--- config.mk ---
export PLATFORM = sky130hd
export DESIGN_NAME = pin_conditioner
export DESIGN_NICKNAME = d
export VERILOG_FILES = /design/src/rtl/pin_conditioner_if.sv /design/src/rtl/pin_debounce_cell.sv /design/src/rtl/pin_conditioner.sv
export SDC_FILE = /design/constraint.sdc
export NUM_CORES = 1
export LEC_CHECK = 0
export ABC_AREA = 1
export BUFFER_PORTS_ARGS = -buffer_cell sky130_fd_sc_hd__buf_4
export CAP_MARGIN = 0
export CORE_MARGIN = 1
export CORE_UTILIZATION = 50
export CTS_CLUSTER_SIZE = 40
export DETAILED_ROUTE_END_ITERATION = 8
export HOLD_SLACK_MARGIN = 0.05
export PLACE_DENSITY_LB_ADDON = 0.08
export SLEW_MARGIN = 20
export SYNTH_ARGS = -nofsm -noshare
export SYNTH_HDL_FRONTEND = slang
export SYNTH_SLANG_ARGS = --single-unit
--- constraint.sdc ---
create_clock -name clk -period 1.8 [get_ports clk]
set_input_delay 0 -clock clk [delete_from_list [all_inputs] [get_ports clk]]
set_output_delay 0 -clock clk [all_outputs]
set_load 0.05 [all_outputs]
--- src/rtl/pin_conditioner_if.sv ---
// Per-pin link between the conditioner top and one debounce cell.
interface pin_conditioner_if;
  logic dir;
  logic pad;
  logic data;
  logic rise;
  logic fall;

  modport master (output dir, output pad, input data, input rise, input fall);
  modport slave  (input dir, input pad, output data, output rise, output fall);
endinterface

--- src/rtl/pin_debounce_cell.sv ---
// One pin: two-flop synchronizer, stability counter, debounced level and edge pulses.
module pin_debounce_cell #(
  parameter int unsigned FILTER_BITS = 3
) (
  input  logic                   clk,
  input  logic                   rst_n,
  input  logic [FILTER_BITS-1:0] filter_len,
  pin_conditioner_if.slave       pin
);

  logic                   sync1_q, sync2_q;
  logic                   stable_q, stable_d;
  logic                   rise_q, rise_d;
  logic                   fall_q, fall_d;
  logic [FILTER_BITS-1:0] count_q, count_d;

  always_ff @(posedge clk or negedge rst_n) begin
    if (!rst_n) begin
      sync1_q  <= 1'b0;
      sync2_q  <= 1'b0;
      stable_q <= 1'b0;
      count_q  <= '0;
      rise_q   <= 1'b0;
      fall_q   <= 1'b0;
    end else begin
      sync1_q  <= pin.pad;
      sync2_q  <= sync1_q;
      stable_q <= stable_d;
      count_q  <= count_d;
      rise_q   <= rise_d;
      fall_q   <= fall_d;
    end
  end

  // The >= compare lets a lowered filter_len release a count already past it.
  always_comb begin
    stable_d = stable_q;
    count_d  = count_q;
    rise_d   = 1'b0;
    fall_d   = 1'b0;
    if (!pin.dir) begin
      stable_d = 1'b0;
      count_d  = '0;
    end else if (sync2_q == stable_q) begin
      count_d = '0;
    end else if (count_q >= filter_len) begin
      stable_d = sync2_q;
      count_d  = '0;
      rise_d   = sync2_q;
      fall_d   = ~sync2_q;
    end else begin
      count_d = count_q + FILTER_BITS'(1);
    end
  end

  assign pin.data = stable_q;
  assign pin.rise = rise_q;
  assign pin.fall = fall_q;

endmodule

--- src/rtl/pin_conditioner.sv ---
// Debounces IO_PINS pad inputs independently; output-direction pins are held idle at 0.
module pin_conditioner #(
  parameter int unsigned IO_PINS     = 4,
  parameter int unsigned FILTER_BITS = 3
) (
  input  logic                   clk,
  input  logic                   rst_n,
  input  logic [IO_PINS-1:0]     pin_dir,
  input  logic [IO_PINS-1:0]     pad_in,
  input  logic [FILTER_BITS-1:0] filter_len,
  output logic [IO_PINS-1:0]     pin_data_out,
  output logic [IO_PINS-1:0]     rise,
  output logic [IO_PINS-1:0]     fall
);

  for (genvar i = 0; i < IO_PINS; i++) begin : g_pin
    pin_conditioner_if u_pin_if ();

    assign u_pin_if.dir    = pin_dir[i];
    assign u_pin_if.pad    = pad_in[i];
    assign pin_data_out[i] = u_pin_if.data;
    assign rise[i]         = u_pin_if.rise;
    assign fall[i]         = u_pin_if.fall;

    pin_debounce_cell #(
      .FILTER_BITS (FILTER_BITS)
    ) u_cell (
      .clk        (clk),
      .rst_n      (rst_n),
      .filter_len (filter_len),
      .pin        (u_pin_if)
    );
  end

endmodule
==> results.json, run 1 <==
{
  "slew_violations": 0,
  "antenna_found_initial": 0,
  "reg2reg_to": "g_pin[0].u_cell.count_q[1]",
  "cell_by_cell_listing_of_the_critical_path": "ha_1, a21oi_2, nand2_2, nor3b_2",
  "ctsLongestPathBuffers": 2,
  "ant_nets": 0,
  "floorplan.core_area_um2": 3150,
  "ctsHtreeMaxLevel": 2,
  "die_height_um": 60.5,
  "detailedRoute.firstPassIterationCount": 4,
  "clockRootBuffer": "sky130_fd_sc_hd__clkbuf_4",
  "layout_cell_share_with_drive_strength_beyond_1_pct": 33.0,
  "regToRegStartpoint": "g_pin[0].u_cell.count_q[2]",
  "max_clock_freq_mhz": 750,
  "worst-endpoint-required_ns": 2.05,
  "post_cts_resize_count": 0,
  "syn-mean-instance-area_um2": 10.6,
  "cp-end-kind": "flop",
  "ys_seq_elements": 32,
  "rsz0062_at_grt": "false",
  "num_cts_buffers": 5,
  "r2r_slack_ns": 0.47,
  "grt_first_pass_wirelength_um": 4450,
  "synthesis.area_um2": 1710,
  "synth_sequential_area_ratio_pct": 46.9,
  "area_growth_pct": 17.2,
  "worst-path-max-fanout": 5,
  "p_leak_nw": 1.02,
  "rows": 20,
  "finish.utilization_pct": 63.5,
  "powerDensity_nw_per_um2": 748,
  "critPathMaxStageDelay_ns": 0.41,
  "routed_wirelength_um": 2550,
  "setup_crit_path_kind": "flop to flop",
  "max-cap-violations": 0,
  "grtUsageTotal_pct": 17.4,
  "max_slew.worst_pin.slew_ns": 0.394,
  "postCtsHoldBufs": 9,
  "yosys.cell_types.count": 17,
  "pin_count_of_the_biggest_net_entering_global_routing": 33,
  "layout_min_cycle_time_ns": 1.33,
  "number_of_global_route_vias_before_repair": 1101,
  "clk_pin_slew_worst_setup_hold_paths_ns": 0.09,
  "vdd_ir_drop_max_mv": 0.642,
  "drc": 0,
  "routed_via_density": 4.68,
  "post-route-period-util_pct": 74.0,
  "worstPathArrival_ns": 1.58,
  "mappedNetlistNets": 191,
  "drt_iter0_markers": 40,
  "place_congestion": 0.759,
  "timing.hold.ws_ns": 0.145,
  "fp.dieArea_um2": 3660,
  "ios": 25,
  "routed-via-count": 1100,
  "placed_cells_incl_taps": 218,
  "die_w_um": 60.5,
  "skew_ns": 0.00276,
  "layout_common_cells": "sky130_fd_sc_hd__dfrtp_1 (32), sky130_fd_sc_hd__buf_4 (24), sky130_fd_sc_hd__nand2_1 (23)",
  "post-dp-hpwl_um": 1930,
  "timing_hold_violations_final": 0,
  "min_path_type": "primary input to asynchronous set/reset pin",
  "net_total_in_the_final_layout": 219,
  "grt.overflow.total": 0,
  "clock_latency_ns": 0.32,
  "finalSetupTns_ns": 0,
  "routed_wire_length_per_instance_um": 10.9,
  "tritoncts_num_sinks": 32,
  "floorplan.initialDensity_pct": 54.2,
  "synth_cells": 162,
  "fin_cells": 235,
  "cells_on_worst_reg2reg_path": 4,
  "antenna_diode_count": 0,
  "slowest_stage": "sky130_fd_sc_hd__dfrtp_1",
  "outcome": "complete, no violations",
  "final_common_cell": "sky130_fd_sc_hd__dfrtp_1",
  "timing.critical_path.from_type": "flop",
  "timing.slew.headroom_pct": 73.7,
  "numPortBuffers": 24,
  "setup-violations-final": 0,
  "postCtsSetupBuffers": 0,
  "yosysWarningCount": 0,
  "clock_tree_from_tritoncts": "done"
}
how the worst max path moves through the flow:
| stage | end | cells after the start | from |
|---|---|---|---|
| after CTS | g_pin[0].u_cell.count_q[1] | 4 | g_pin[0].u_cell.count_q[2] |
| after global routing | g_pin[0].u_cell.count_q[1] | 4 | g_pin[0].u_cell.count_q[2] |
| after global placement | g_pin[0].u_cell.count_q[1] | 4 | g_pin[0].u_cell.count_q[2] |
| after detailed placement | g_pin[0].u_cell.count_q[1] | 4 | g_pin[0].u_cell.count_q[2] |
| final | g_pin[0].u_cell.count_q[1] | 4 | g_pin[0].u_cell.count_q[2] |
| after floorplan | g_pin[0].u_cell.count_q[1] | 4 | g_pin[0].u_cell.count_q[2] |
cells by family after synthesis:
kind of cell | after synthesis | synth area share (%)
fa+ha+maj | 16 | 11.7
flops | 32 | 46.9
compound gates | 8 | 3.66
xor+xnor | 4 | 2.05
simple gates | 68 | 25.6
buf+inv | 34 | 10.1
per-stage QoR:
stage / instance area [µm²] / worst slack, ns / power (mW)
2_1_floorplan: 1710 / 0.617 / 1.01
3_3_place_gp: 1850 / 0.542 / 1.07
3_5_place_dp: 1850 / 0.475 / 1.09
4_1_cts: 2000 / 0.452 / 1.53
5_1_grt: 2000 / 0.376 / 1.59
6_report: 2000 / 0.467 / 1.50
flip-flops by register name (all words and copies together), names as in the netlist:
name / flops
g_pin.u_cell.count_q: 12
g_pin.u_cell.pin.data: 4
g_pin.u_cell.pin.fall: 4
g_pin.u_cell.pin.rise: 4
g_pin.u_cell.sync1_q: 4
g_pin.u_cell.sync2_q: 4
metal layers:
layer  GRT usage, %  vias up  share of wire [%]
met5              0        -                  0
met1           19.0      514                 43
li1               -      557                  -
met4           9.42        0                2.7
met3           6.82        8                4.5
met2           29.2       21                 50
Yosys cell counts:
library cell               count  area, µm²
sky130_fd_sc_hd__dfrtp_1      32        801
sky130_fd_sc_hd__nand2_1      23       86.3
sky130_fd_sc_hd__inv_1        20       75.1
sky130_fd_sc_hd__ha_1         16        200
sky130_fd_sc_hd__buf_4        12       90.1
sky130_fd_sc_hd__nand2_2      12       75.1
sky130_fd_sc_hd__nor2_1       12       45.0
sky130_fd_sc_hd__nor3_2        8       80.1
sky130_fd_sc_hd__a21oi_1       4       20.0
sky130_fd_sc_hd__nand3_1       4       20.0
sky130_fd_sc_hd__nand3_4       4       70.1
sky130_fd_sc_hd__nor3b_2       4       50.1
sky130_fd_sc_hd__xnor2_1       4       35.0
sky130_fd_sc_hd__a21oi_2       3       26.3
sky130_fd_sc_hd__clkinv_1      2       7.51
sky130_fd_sc_hd__a21oi_4       1       16.3
sky130_fd_sc_hd__nand2_4       1       11.3
where the power goes:
group	internal [mW]	switching (mW)
Combinational	0.116	0.186
Clock	0.193	0.224
Sequential	0.754	0.0255
Total	1.06	0.436
layout make-up:
| type | count | area, µm² |
|---|---|---|
| Sequential cell | 32 | 801 |
| Multi-Input combinational cell | 96 | 736 |
| Tap cell | 44 | 55.1 |
| Fill cell | 277 | 1150 |
| Inverter | 22 | 82.6 |
| Clock buffer | 8 | 58.8 |
| Timing Repair Buffer | 33 | 270 |
worst max-delay path: cells and delay by family (launching register included):
family | cells | cell delay (ns)
fa+ha+maj | 1 | 0.31
compound gates | 1 | 0.22
flops | 1 | 0.41
simple gates | 2 | 0.31
Power figures use the tool's default switching activity.
==> run 2, diff against run 1 <==
==> constraint.sdc (replaced) <==
create_clock -name clk -period 1.2 [get_ports clk]
set_input_delay 0 -clock clk [delete_from_list [all_inputs] [get_ports clk]]
set_output_delay 0 -clock clk [all_outputs]
set_load 0.05 [all_outputs]
==> run 2 against run 1 <==
The run now ends with setup timing left. Non-clock buffer count rose by 10. Sequential power rose by 50%. Sequential cell count did not move. Via count grew 7.3%. Critical path type unchanged. Die area unchanged. Global-route usage is 2.2 points higher. Clock skew increased by 0.0025 ns. Wire length rose by 17%.
==> results.json, run 2 (synthesis results as in run 1) <==
{
  "regToRegStartpoint": "g_pin[0].u_cell.count_q[1]",
  "finalSetupTns_ns": -0.195,
  "combPwrFrac_pct": 22.7,
  "fp.dieArea_um2": 3660,
  "ctsHtreeMaxLevel": 2,
  "antenna_found_initial": 0,
  "clock_tree_from_tritoncts": "done",
  "routed_via_density": 4.82,
  "final_common_cell": "sky130_fd_sc_hd__buf_4",
  "critPathTopFamily": "simple AND/OR/NAND/NOR gates",
  "antenna_diode_count": 0,
  "clock_latency_ns": 0.34,
  "p_int_mw": 1.81,
  "largest_register_ffs": 12,
  "p_leak_nw": 1.13,
  "die_height_um": 60.5,
  "critPathMaxStageDelay_ns": 0.41,
  "post-route-period-util_pct": 104,
  "cell_by_cell_listing_of_the_critical_path": "ha_1, nand2_1, inv_2, nand2_4, nand2_4, nor3b_2",
  "max-cap-violations": 0,
  "switching_share_pct": 29.5,
  "net_total_in_the_final_layout": 229,
  "finish.utilization_pct": 73.1,
  "slowest_stage": "sky130_fd_sc_hd__dfrtp_1",
  "layout_cell_share_with_drive_strength_beyond_1_pct": 50.7,
  "max_slew.worst_pin.slew_ns": 0.396,
  "min_path_type": "primary input to asynchronous set/reset pin",
  "path_buf_inv": 1,
  "highest_layer": "met4",
  "ios": 25,
  "postLayoutSetupSlackWorst_ns": -0.0454,
  "critical_path.startpoint": "g_pin[0].u_cell.count_q[1]",
  "ctsLongestPathBuffers": 2,
  "rsz0062_at_grt": "true",
  "power.sequential.fraction_pct": 45.6,
  "drt_iter0_markers": 49,
  "layout_min_cycle_time_ns": 1.25,
  "grtUsageTotal_pct": 19.6,
  "outcome": "finished with violations",
  "timing.slew.headroom_pct": 73.6,
  "wl_met1_um": 1300,
  "vdd_ir_drop_max_mv": 0.720,
  "area_growth_pct": 34.8,
  "route.met3.wl_um": 92,
  "fillers": 225,
  "grt.overflow.total": 0,
  "tritoncts_num_sinks": 32,
  "rows": 20,
  "grt_first_pass_wirelength_um": 5000,
  "fin_cells": 245,
  "detailedRoute.firstPassIterationCount": 4,
  "routed-via-count": 1180,
  "wire_length_on_met2_um": 1550,
  "num_cts_buffers": 5,
  "slew_violations": 0,
  "layout_common_cells": "sky130_fd_sc_hd__buf_4 (34), sky130_fd_sc_hd__dfrtp_1 (32), sky130_fd_sc_hd__inv_1 (17)",
  "ant_nets": 0,
  "worst-endpoint-required_ns": 1.47,
  "die_w_um": 60.5,
  "registers.top_by_ff_count": "g_pin.u_cell.count_q",
  "cells_on_worst_reg2reg_path": 6,
  "reg2reg_to": "g_pin[0].u_cell.count_q[1]",
  "failing_checks": "setup timing",
  "timing.critical_path.from_type": "flop",
  "pin_count_of_the_biggest_net_entering_global_routing": 33,
  "worstPathArrival_ns": 1.52,
  "path_common_cell": "sky130_fd_sc_hd__nand2_4",
  "setup-violations-final": 12,
  "placed_cells_incl_taps": 225,
  "routed_wirelength_um": 3000,
  "powerDensity_nw_per_um2": 1110,
  "setup_crit_path_kind": "flop to flop",
  "place_congestion": 0.740,
  "worst-path-max-fanout": 5,
  "cp-end-kind": "flop",
  "routed_wire_length_per_instance_um": 12.2,
  "max_clock_freq_mhz": 803,
  "numPortBuffers": 24,
  "drc": 0,
  "clockRootBuffer": "sky130_fd_sc_hd__clkbuf_4",
  "switchingPower_mw": 0.755,
  "floorplan.core_area_um2": 3150,
  "number_of_global_route_vias_before_repair": 1197,
  "timing_hold_violations_final": 0,
  "floorplan.initialDensity_pct": 54.2,
  "share_clk_of_total_power_pct": 31.7,
  "post-dp-hpwl_um": 1960,
  "r2r_slack_ns": -0.05,
  "skew_ns": 0.00530,
  "clk_pin_slew_worst_setup_hold_paths_ns": 0.10
}
run 2: cell count changes in the layout (fill, tap and decap cells not counted), moves of 6 or more:
cell                      delta
sky130_fd_sc_hd__nand2_1     -9
sky130_fd_sc_hd__ha_1        -6
sky130_fd_sc_hd__buf_4      +10
sky130_fd_sc_hd__nand2_4     +8
sky130_fd_sc_hd__ha_4        +6
run 2: stage by stage:
stage          hold WS (ns)  setup slack (ns)  power (mW)  instance area (µm²)
2_1_floorplan        -0.296            0.0168        1.52                 1710
3_3_place_gp        -0.0450           -0.0294        1.63                 1910
3_5_place_dp        -0.0412           -0.0825        1.65                 1910
4_1_cts               0.117           -0.0241        2.53                 2210
5_1_grt               0.135            -0.100        2.70                 2300
6_report              0.120           -0.0454        2.56                 2300
run 2: how the worst max path moves through the flow:
stage | endpoint | slack (ns) | depth (start not counted)
after floorplan | g_pin[0].u_cell.count_q[1] | 0.02 | 4
after global placement | g_pin[2].u_cell.count_q[1] | -0.03 | 4
after detailed placement | g_pin[2].u_cell.count_q[1] | -0.08 | 4
after CTS | g_pin[1].u_cell.count_q[1] | -0.02 | 4
after global routing | g_pin[0].u_cell.count_q[1] | -0.10 | 6
final | g_pin[0].u_cell.count_q[1] | -0.05 | 6
run 2: power groups by stage:
stage / Sequential (mW) / Clock (mW) / Combinational, mW
2_1_floorplan: 1.18 / 0 / 0.336
3_3_place_gp: 1.18 / 0 / 0.449
3_5_place_dp: 1.18 / 0 / 0.463
4_1_cts: 1.16 / 0.835 / 0.531
5_1_grt: 1.17 / 0.881 / 0.641
6_report: 1.17 / 0.812 / 0.582
run 2: final cells by class:
type,instances,area [µm²],share of cell area [%]
clock inverters,2,35.0,1.52
inverters,22,85.1,3.69
clock buffers,6,41.3,1.79
repair buffers,43,345,15.0
well taps,44,55.1,2.39
multi-input cells,96,942,40.9
flip-flops and latches,32,801,34.7
run 2: timing repair:
item	in CTS	in global routing
pin swaps	7	20
endpoints found under the hold margin	60	0
setup endpoints to repair	23	23
hold buffers	9	0
setup buffers	2	1
resized for setup	19	23
run 2: metal layers:
metal / vias up / global-route usage (%)
li1: 577 / -
met3: 7 / 7.25
met5: - / 0
met4: 0 / 10.7
met1: 574 / 21.5
met2: 22 / 33.1
